--- src/rtl/pwm_pkg.sv ---
// Shared definitions for the PWM ramp controller: run state encoding and duty/counter widths.
package pwm_pkg;

    localparam int DUTY_W = 8;
    localparam logic [DUTY_W-1:0] CNT_MAX = 8'hFF;

    typedef enum logic {
        IDLE = 1'b0,
        RUN  = 1'b1
    } state_t;

endpackage

--- src/rtl/pwm_ramp_ctrl_if.sv ---
// Command channel of the PWM ramp controller: run request plus the valid/ready duty handshake.
interface pwm_ramp_ctrl_if;
    import pwm_pkg::*;

    logic              enable;
    logic              cmd_valid;
    logic [DUTY_W-1:0] cmd_duty;
    logic              cmd_ready;

    modport master (output enable, output cmd_valid, output cmd_duty, input cmd_ready);
    modport slave  (input enable, input cmd_valid, input cmd_duty, output cmd_ready);

endinterface

--- src/rtl/pwm_core.sv ---
// Prescaler, 8-bit PWM counter and registered comparator; boundary marks the tick on which
// the counter wraps from 255, i.e. the last cycle of a PWM period.
module pwm_core
    import pwm_pkg::*;
#(
    parameter int PRESCALE = 2048
) (
    input  logic              CLK,
    input  logic              RST_N,
    input  logic              enable,
    input  logic [DUTY_W-1:0] duty,
    output logic              pwm,
    output logic              boundary
);

    localparam int PS_W = $clog2(PRESCALE);
    localparam logic [PS_W-1:0] PS_MAX = PS_W'(PRESCALE - 1);

    logic [PS_W-1:0]   ps_q, ps_d;
    logic [DUTY_W-1:0] cnt_q, cnt_d;
    logic              pwm_q, pwm_d;
    logic              tick;

    // Everything collapses to zero whenever the controller is not running.
    always_comb begin
        tick  = (ps_q == PS_MAX);
        ps_d  = '0;
        cnt_d = '0;
        pwm_d = 1'b0;
        if (enable) begin
            ps_d  = tick ? '0 : ps_q + 1'b1;
            cnt_d = tick ? cnt_q + 1'b1 : cnt_q;
            pwm_d = (cnt_q < duty);
        end
    end

    always_ff @(posedge CLK or negedge RST_N) begin
        if (!RST_N) begin
            ps_q  <= '0;
            cnt_q <= '0;
            pwm_q <= 1'b0;
        end else begin
            ps_q  <= ps_d;
            cnt_q <= cnt_d;
            pwm_q <= pwm_d;
        end
    end

    assign pwm      = pwm_q;
    assign boundary = tick && (cnt_q == CNT_MAX);

endmodule

--- src/rtl/pwm_ramp_ctrl.sv ---
// PWM controller with a one-deep command slot and duty changes applied only at period boundaries.
// Define PWM_RAMP_EN to limit each boundary change to STEP; otherwise the target loads directly.
module pwm_ramp_ctrl
    import pwm_pkg::*;
#(
    parameter int PRESCALE = 2048,
    parameter int STEP     = 1
) (
    input  logic              CLK,
    input  logic              RST_N,
    pwm_ramp_ctrl_if.slave    cmd,
    output logic              pwm_out,
    output logic [DUTY_W-1:0] duty_cur,
    output logic              busy,
    output logic              period_start
);

`ifdef PWM_RAMP_EN
    localparam int STEP_LIM = STEP;
`else
    // A limit above any possible gap makes every boundary load the target outright.
    localparam int STEP_LIM = (1 << DUTY_W) + 0 * STEP;
`endif

    state_t            state_q, state_d;
    logic              pend_q, pend_d;
    logic [DUTY_W-1:0] pend_val_q, pend_val_d;
    logic [DUTY_W-1:0] target_q, target_d;
    logic [DUTY_W-1:0] duty_q, duty_d;
    logic              core_en;
    logic              boundary;
    logic              cmd_ready;

    function automatic logic [DUTY_W-1:0] step_toward(input logic [DUTY_W-1:0] cur,
                                                     input logic [DUTY_W-1:0] tgt);
        logic [DUTY_W:0] gap;
        logic [DUTY_W:0] lim;
        lim = (DUTY_W + 1)'(STEP_LIM);
        if (tgt >= cur) begin
            gap = {1'b0, tgt} - {1'b0, cur};
            if (gap > lim) gap = lim;
            step_toward = cur + gap[DUTY_W-1:0];
        end else begin
            gap = {1'b0, cur} - {1'b0, tgt};
            if (gap > lim) gap = lim;
            step_toward = cur - gap[DUTY_W-1:0];
        end
    endfunction

    assign core_en   = (state_q == RUN) && cmd.enable;
    assign cmd_ready = (state_q == RUN) && !pend_q;

    pwm_core #(
        .PRESCALE (PRESCALE)
    ) u_core (
        .CLK      (CLK),
        .RST_N    (RST_N),
        .enable   (core_en),
        .duty     (duty_q),
        .pwm      (pwm_out),
        .boundary (boundary)
    );

    // A command accepted on a boundary lands in the slot after the slot was drained,
    // so it waits a full period before it reaches the target.
    always_comb begin
        state_d    = cmd.enable ? RUN : IDLE;
        pend_d     = pend_q;
        pend_val_d = pend_val_q;
        target_d   = target_q;
        duty_d     = duty_q;
        if (!cmd.enable) begin
            pend_d     = 1'b0;
            pend_val_d = '0;
            target_d   = '0;
            duty_d     = '0;
        end else if (state_q == RUN) begin
            if (boundary) begin
                if (pend_q) begin
                    target_d = pend_val_q;
                    pend_d   = 1'b0;
                end
                duty_d = step_toward(duty_q, target_d);
            end
            if (cmd.cmd_valid && cmd_ready) begin
                pend_d     = 1'b1;
                pend_val_d = cmd.cmd_duty;
            end
        end
    end

    always_ff @(posedge CLK or negedge RST_N) begin
        if (!RST_N) begin
            state_q    <= IDLE;
            pend_q     <= 1'b0;
            pend_val_q <= '0;
            target_q   <= '0;
            duty_q     <= '0;
        end else begin
            state_q    <= state_d;
            pend_q     <= pend_d;
            pend_val_q <= pend_val_d;
            target_q   <= target_d;
            duty_q     <= duty_d;
        end
    end

    assign cmd.cmd_ready = cmd_ready;
    assign duty_cur      = duty_q;
    assign busy          = pend_q || (duty_q != target_q);
    assign period_start  = (state_q == RUN) && boundary;

endmodule

--- src/flat_wrapper.sv ---
// flat-port wrapper written by rule: the top's interface ports become plain ports
module pwm_ramp_ctrl_flat import pwm_pkg::*;
#(
    parameter int PRESCALE = 2048,
    parameter int STEP     = 1
)
  (CLK, RST_N, pwm_out, duty_cur, busy, period_start, cmd_enable, cmd_cmd_valid, cmd_cmd_duty, cmd_cmd_ready);
  pwm_ramp_ctrl_if cmd_i ();
  input  logic CLK;
  input  logic RST_N;
  output logic pwm_out;
  output logic [DUTY_W-1:0] duty_cur;
  output logic busy;
  output logic period_start;
  input wire logic [$bits(cmd_i.enable)-1:0] cmd_enable;
  input wire logic [$bits(cmd_i.cmd_valid)-1:0] cmd_cmd_valid;
  input wire logic [$bits(cmd_i.cmd_duty)-1:0] cmd_cmd_duty;
  output wire logic [$bits(cmd_i.cmd_ready)-1:0] cmd_cmd_ready;
  assign cmd_i.enable = cmd_enable;
  assign cmd_i.cmd_valid = cmd_cmd_valid;
  assign cmd_i.cmd_duty = cmd_cmd_duty;
  assign cmd_cmd_ready = cmd_i.cmd_ready;
  pwm_ramp_ctrl #(.PRESCALE(PRESCALE), .STEP(STEP)) u_core (.CLK(CLK), .RST_N(RST_N), .cmd(cmd_i), .pwm_out(pwm_out), .duty_cur(duty_cur), .busy(busy), .period_start(period_start));
endmodule
--- config.mk ---
export PLATFORM = sky130hd
export DESIGN_NAME = pwm_ramp_ctrl_flat
export DESIGN_NICKNAME = d
export VERILOG_FILES = /design/src/rtl/pwm_pkg.sv /design/src/rtl/pwm_ramp_ctrl_if.sv /design/src/rtl/pwm_core.sv /design/src/rtl/pwm_ramp_ctrl.sv /design/src/flat_wrapper.sv
export SDC_FILE = /design/constraint.sdc
export NUM_CORES = 1
export LEC_CHECK = 0
export ABC_CLOCK_PERIOD_IN_PS = 6750
export CORE_ASPECT_RATIO = 1.4
export CORE_MARGIN = 3
export CORE_UTILIZATION = 40
export DETAILED_ROUTE_END_ITERATION = 7
export HOLD_SLACK_MARGIN = 0.08
export PLACE_DENSITY = 0.56
export SYNTH_ARGS = -nofsm -noshare
export SYNTH_HDL_FRONTEND = slang
export SYNTH_HIERARCHICAL = 1
export SYNTH_SLANG_ARGS = --single-unit
--- constraint.sdc ---
create_clock -name CLK -period 6.75 [get_ports CLK]
set_input_delay 1.0125 -clock CLK [delete_from_list [all_inputs] [get_ports CLK]]
set_output_delay 1.0125 -clock CLK [all_outputs]
set_load 0.02 [all_outputs]
==> results of run 1 <==
[registers in the layout (all words and copies together), names as in the netlist]
signal and cells:
u_core/u_core/ps_q 11, u_core/duty_cur 8, u_core/pend_val_q 8, u_core/target_q 8, u_core/u_core/cnt_q 8, u_core/pend_q 1
u_core/state_q 1, u_core/u_core/pwm 1
[final cells by class]
type | count | area (µm²)
flip-flops and latches | 46 | 1151
inverters | 37 | 138.9
multi-input cells | 348 | 2507
well taps | 107 | 133.9
clock buffers | 7 | 142.6
fillers | 934 | 4922
repair buffers | 24 | 232.7
clock inverters | 1 | 5.005
[logic make-up after synthesis]
logic type               share of synthesized area, %
multiplexers                                    3.101
XOR/XNOR                                        7.913
AO/OA/AOI/OAI                                   16.02
AND/OR/NAND/NOR                                 24.19
adder cells (fa/ha/maj)                         13.50
flip-flops                                      29.72
buffers and inverters                           5.555
[layer usage]
metal / track usage, % / vias to the layer above / share of wire, %
met4: 9.963 / 0 / 4.9
li1: - / 1592 / -
met1: 23.19 / 1516 / 42
met5: 0 / - / 0
met3: 2.686 / 23 / 3.2
met2: 32.43 / 72 / 50
[power by group]
| part | switching (mW) | internal [mW] | leakage [nW] | total, mW |
|---|---|---|---|---|
| clock | 0.102 | 0.147 | 0.0739 | 0.249 |
| combinational | 0.0456 | 0.0339 | 1.33 | 0.0795 |
| sequential | 0.00413 | 0.279 | 0.636 | 0.283 |
[layout by cell type, fill, tap and decap left out, types with 3 or more instances in the layout]
cell type and instances:
clkdlybuf4s50_1 22, nand4_1 6, nor3_1 8, clkbuf_16 5, or2_2 4, a21o_1 6, nand2_1 48, fa_1 3
a2111oi_0 4, xnor2_1 24, nor2b_1 5, nor4_1 4, xor2_1 11, nor2_1 40, o211ai_1 4, nand3_1 17
nand2b_1 10, and2_1 6, o211a_1 9, mux2i_1 12, a21boi_0 13, a21oi_1 15, inv_1 36, ha_1 37
o21ai_0 14, dfrtp_1 46, o2111ai_1 3, or3_1 4
[final timing paths]
check | startpoint | end | slack (ns) | cells after the start
setup / recovery | u_core/pend_q | u_core/duty_cur[7] | 1.11 | 22
hold / removal | u_core/u_core/ps_q[0] | u_core/u_core/ps_q[0] | 0.49 | 1
setup reg to reg | u_core/pend_q | u_core/duty_cur[7] | 1.11 | 22
hold reg to reg | u_core/u_core/ps_q[0] | u_core/u_core/ps_q[0] | 0.49 | 1
max in group asynchronous | RST_N | u_core/u_core/cnt_q[0] | 5.17 | 1
min in group asynchronous | RST_N | u_core/pend_val_q[5] | 0.93 | 1
[per-stage QoR]
stage / setup slack, ns / utilization, % / instance area, µm²
3_5_place_dp: 1.191 / 45.09 / 4164
5_1_grt: 0.5862 / 46.69 / 4312
4_1_cts: 1.150 / 46.69 / 4312
6_report: 1.107 / 46.69 / 4312
2_1_floorplan: 1.612 / - / 3874
3_3_place_gp: 1.348 / 45.09 / 4164
[critical path, delay by kind of cell, from the launching register on]
family	cells	cell delay (ns)
muxes	2	0.38
AOI/OAI and AO/OA	5	1.42
adders and majority gates	4	1.15
buffers and inverters	2	0.16
DFF	1	0.66
and+or+nand+nor	9	1.78
==> impl_metrics.yaml, run 1 <==
run_status:
  status: "complete, no violations"
routing:
  wire_per_inst_um: 17.00
  drc: 0
  wl_um: 9689
  first_pass_iters: 4
  via_per_inst: 5.619
  vias: 3203
  drtIter0Drc: 124
  ant_nets: 0
die:
  die_h_um: 122.4
  start_util_pct: 41.95
  dieArea_um2: 10920
  io_pins: 24
  rows: 41
  die_x_um: 89.17
  core_area_um2: 9234
sta:
  max_freq_mhz: 177.2
  finalCritPeriodShare_pct: 83.60
  fin_crit_ns: 5.643
  setup_viol: 0
  slew_viol_final: 0
  slew-limit-headroom_pct: 28.77
  worst_pin_slew_ns: 1.068
  hold_violations: 0
  rsz0062_at_grt: "no"
  hold_slack_ns: 0.4880
  fin_setup_tns_ns: 0
  clock_skew_ns: 0.007511
synthesis:
  yosysTopAreaCell: "dfrtp_1"
  yosysWarnings: 6
  ys.flop_type: "dfrtp_1"
  ys_top_cells_by_area: "dfrtp_1 (30%), ha_1 (12%), xnor2_1 (5.4%)"
  synthCells: 448
  synth-async-reset-ratio_pct: 100.0
  synth-edff-count: 0
  syn_avg_cell_area_um2: 8.647
  ys_ff_latch: 46
  yosysMostFrequentCell: "nand2_1"
  syn_nets: 500
  yosysSeqAreaShare_pct: 29.72
  synth.cell_area_um2: 3874
  synth_top_area_share_pct: 29.72
  synth_cell_types: 61
  synthTopCellsByCount: "nand2_1 (48), dfrtp_1 (46), nor2_1 (40), ha_1 (37), inv_1 (36)"
clocking:
  root_buffer: "clkbuf_16"
  cts_buffers: 5
  cts_sinks: 46
  clock_latency_ns: 0.29
  cts_tree: "yes"
  cts_resized: 0
  clockBufferDepth: 2
  htree_levels: 2
  cts_hold_buf: 0
  clk_pin_slew_ns: 0.07
  post_cts_buffers: 0
setup_path:
  crit_required_ns: 6.97
  critical_path_class: "reg2reg"
  critPathMaxFanout: 11
  crit_path_end_kind: "flip-flop"
  slowest_delay_ns: 0.82
  critical_path_arrival_ns: 5.86
  cp_cell_sequence: "mux2i_1, inv_1, ha_1, inv_1, fa_1, and3_2, or2_2, a221oi_1, or2_2, ha_1, nor2_1, a31oi_1, o21ai_0, o21ai_0, ha_1, nand2_1, o21ai_0, or4_1, nand2_1, nand4_1, nand4_1, mux2i_1"
  start_kind: "flip-flop"
  slowest_stage: "a221oi_1"
worst_hold_path:
  min_path_type: "reg2reg"
cells_and_area:
  layout-drive-gt1-share_pct: 5.400
  antennaDiodeCount: 0
  syn_to_final_growth_pct: 11.31
  fin_nets: 514
  final_cells: 570
placed_design:
  dp_cells: 562
  dp_hpwl_um: 7320
  port_buffers: 23
  gp_congestion: 0.8631
power_and_ir_drop:
  ir_worst_vdd_mv: 0.1819
  p_leak_nw: 2.038
  p_per_area_nw_per_um2: 142.0
  finalPower_mw: 0.6121
global_route:
  grt.total_usage_pct: 19.18
  grt_max_degree: 47
  grt_overflow: 0
  antenna_found_initial: 0
  grt_pass1_vias: 3215
  grt_pass1_wl_um: 16040
flow_run:
  maxCapViolations: 0
Note: power is estimated with default switching activity, not from simulation.
==> inputs of run 2 (changes only) <==
- ABC_CLOCK_PERIOD_IN_PS: 6750 -> 4900
- PLACE_DENSITY: 0.56 -> 0.59
- clock period: 6.75 -> 4.9 ns (I/O delays scaled with it)
==> run 2 against run 1 <==
Against the previous run: utilization increased by 4.1 points; clock power increased by 80%; final cell count increased by 5.6%; die area unchanged; sequential power increased by 37%; critical path type unchanged; largest power group is now the clock network.
==> impl_metrics.yaml, run 2 (synthesis gave the netlist of run 1 again) <==
run_status:
  status: "complete, no violations"
sta:
  max_freq_mhz: 211.1
  worst_pin_slew_ns: 1.058
  slew-limit-headroom_pct: 29.44
  rsz0062_at_grt: "yes"
  hold_violations: 0
  clock_skew_ns: 0.009031
  finalCritPeriodShare_pct: 96.68
  slew_viol_final: 0
  fin_crit_ns: 4.737
  setup_viol: 0
cells_and_area:
  layout_common_cells: "nand2_1 (47), dfrtp_1 (45), nor2_1 (39)"
  fill_cells: 879
  final_common_cell: "nand2_1"
  final_cells: 602
  antennaDiodeCount: 0
  syn_to_final_growth_pct: 21.09
  fin_nets: 546
  layout-drive-gt1-share_pct: 14.55
  final_cell_area_um2: 4691
  top_register: "u_core/u_core/ps_q"
  largest_register_ff_count: 11
clocking:
  cts_tree: "yes"
  root_buffer: "clkbuf_16"
  cts_hold_buf: 0
  clock_latency_ns: 0.29
  clk_pin_slew_ns: 0.07
  cts_sinks: 46
  clockBufferDepth: 2
  htree_levels: 2
  cts_buffers: 5
power_and_ir_drop:
  p_per_area_nw_per_um2: 206.7
  ir_worst_vdd_mv: 0.1731
  p_leak_nw: 2.222
die:
  start_util_pct: 41.95
  dieArea_um2: 10920
  die_h_um: 122.4
  rows: 41
  core_area_um2: 9234
  io_pins: 24
  die_x_um: 89.17
global_route:
  grt_pass1_vias: 3268
  grt_overflow: 0
  grt_pass1_wl_um: 15970
  grt_max_degree: 47
  antenna_found_initial: 0
  grt.total_usage_pct: 18.98
placed_design:
  dp_hpwl_um: 7639
  port_buffers: 23
  dp_cells: 591
  place_area_um2: 4388
  gp_congestion: 0.9194
routing:
  first_pass_iters: 4
  via_per_inst: 5.586
  drtIter0Drc: 117
  ant_nets: 0
  drc: 0
  vias: 3363
  wire_per_inst_um: 16.30
  wl_um: 9810
flow_run:
  maxCapViolations: 0
setup_path:
  start_kind: "flip-flop"
  critPathMaxFanout: 7
  critical_path_class: "reg2reg"
  crit_required_ns: 5.10
  crit_path_end_kind: "flip-flop"
  critical_path_arrival_ns: 4.94
worst_hold_path:
  min_path_type: "reg2reg"
-- run 2: layout make-up --
cell class	instances	area, µm²	area share [%]
clock buffers	6	138.9	2.961
clock inverters	2	60.06	1.280
inverters	37	138.9	2.961
multi-input cells	348	2594	55.29
flip-flops and latches	46	1152	24.57
well taps	107	133.9	2.854
repair buffers	56	473.0	10.08
-- run 2: timing repair --
action | 4_1_cts | 5_1_grt
cloned | 0 | 0
setup endpoints to repair | 1 | 2
gates resized for setup | 3 | 20
setup buffers | 0 | 3
pin swaps | 0 | 5
-- run 2: worst max-delay path: stages (launching register included) --
cell      delay (ns)
dfrtp_2         0.45
mux2i_2         0.37
inv_1           0.15
ha_1            0.31
and3b_4         0.20
or4bb_2         0.62
o311ai_0        0.22
nor3b_2         0.14
a21boi_1        0.28
nor2_1          0.08
xor2_1          0.15
o21ai_1         0.13
ha_1            0.27
a21oi_2         0.16
o21ai_1         0.10
or4_4           0.49
nand2_2         0.09
nand4b_1        0.09
nand4_1         0.13
mux2i_1         0.22
-- run 2: metrics by stage --
stage / setup WS (ns) / power (mW) / util (%) / TNS, ns / hold WS, ns
floorplan: 0.1639 / 0.4698 / - / 0 / 0.4394
global placement: -0.03752 / 0.5165 / 47.52 / -0.03752 / 0.4884
detailed placement: -0.08397 / 0.5175 / 47.52 / -0.08397 / 0.4969
CTS: 0.008295 / 0.9706 / 49.74 / 0 / 0.5067
global route: -0.05900 / 1.004 / 50.80 / -0.08229 / 0.5365
finish: 0.1629 / 0.9695 / 50.80 / 0 / 0.5021
-- run 2: layer usage --
metal	vias up	part of all wire, %	GRT usage (%)
li1	1660	-	-
met1	1611	41	22.64
met2	72	51	33.21
met3	20	2.9	2.082
met4	0	4.6	9.125
met5	-	0	0
-- run 2: power by group --
part	switching [mW]	internal, mW
Clock	0.141	0.306
Sequential	0.00475	0.385
Combinational	0.0694	0.0632
Total	0.216	0.754
-- run 2: final timing paths --
kind | endpoint | slack (ns) | start | depth (start not counted)
setup / recovery | u_core/duty_cur[7] | 0.16 | u_core/pend_q | 19
hold / removal | u_core/u_core/ps_q[0] | 0.50 | u_core/u_core/ps_q[0] | 1
setup reg to reg | u_core/duty_cur[7] | 0.16 | u_core/pend_q | 19
hold reg to reg | u_core/u_core/ps_q[0] | 0.50 | u_core/u_core/ps_q[0] | 1
max in group asynchronous | u_core/pend_q | 3.54 | RST_N | 1
min in group asynchronous | u_core/pend_val_q[6] | 0.65 | RST_N | 1
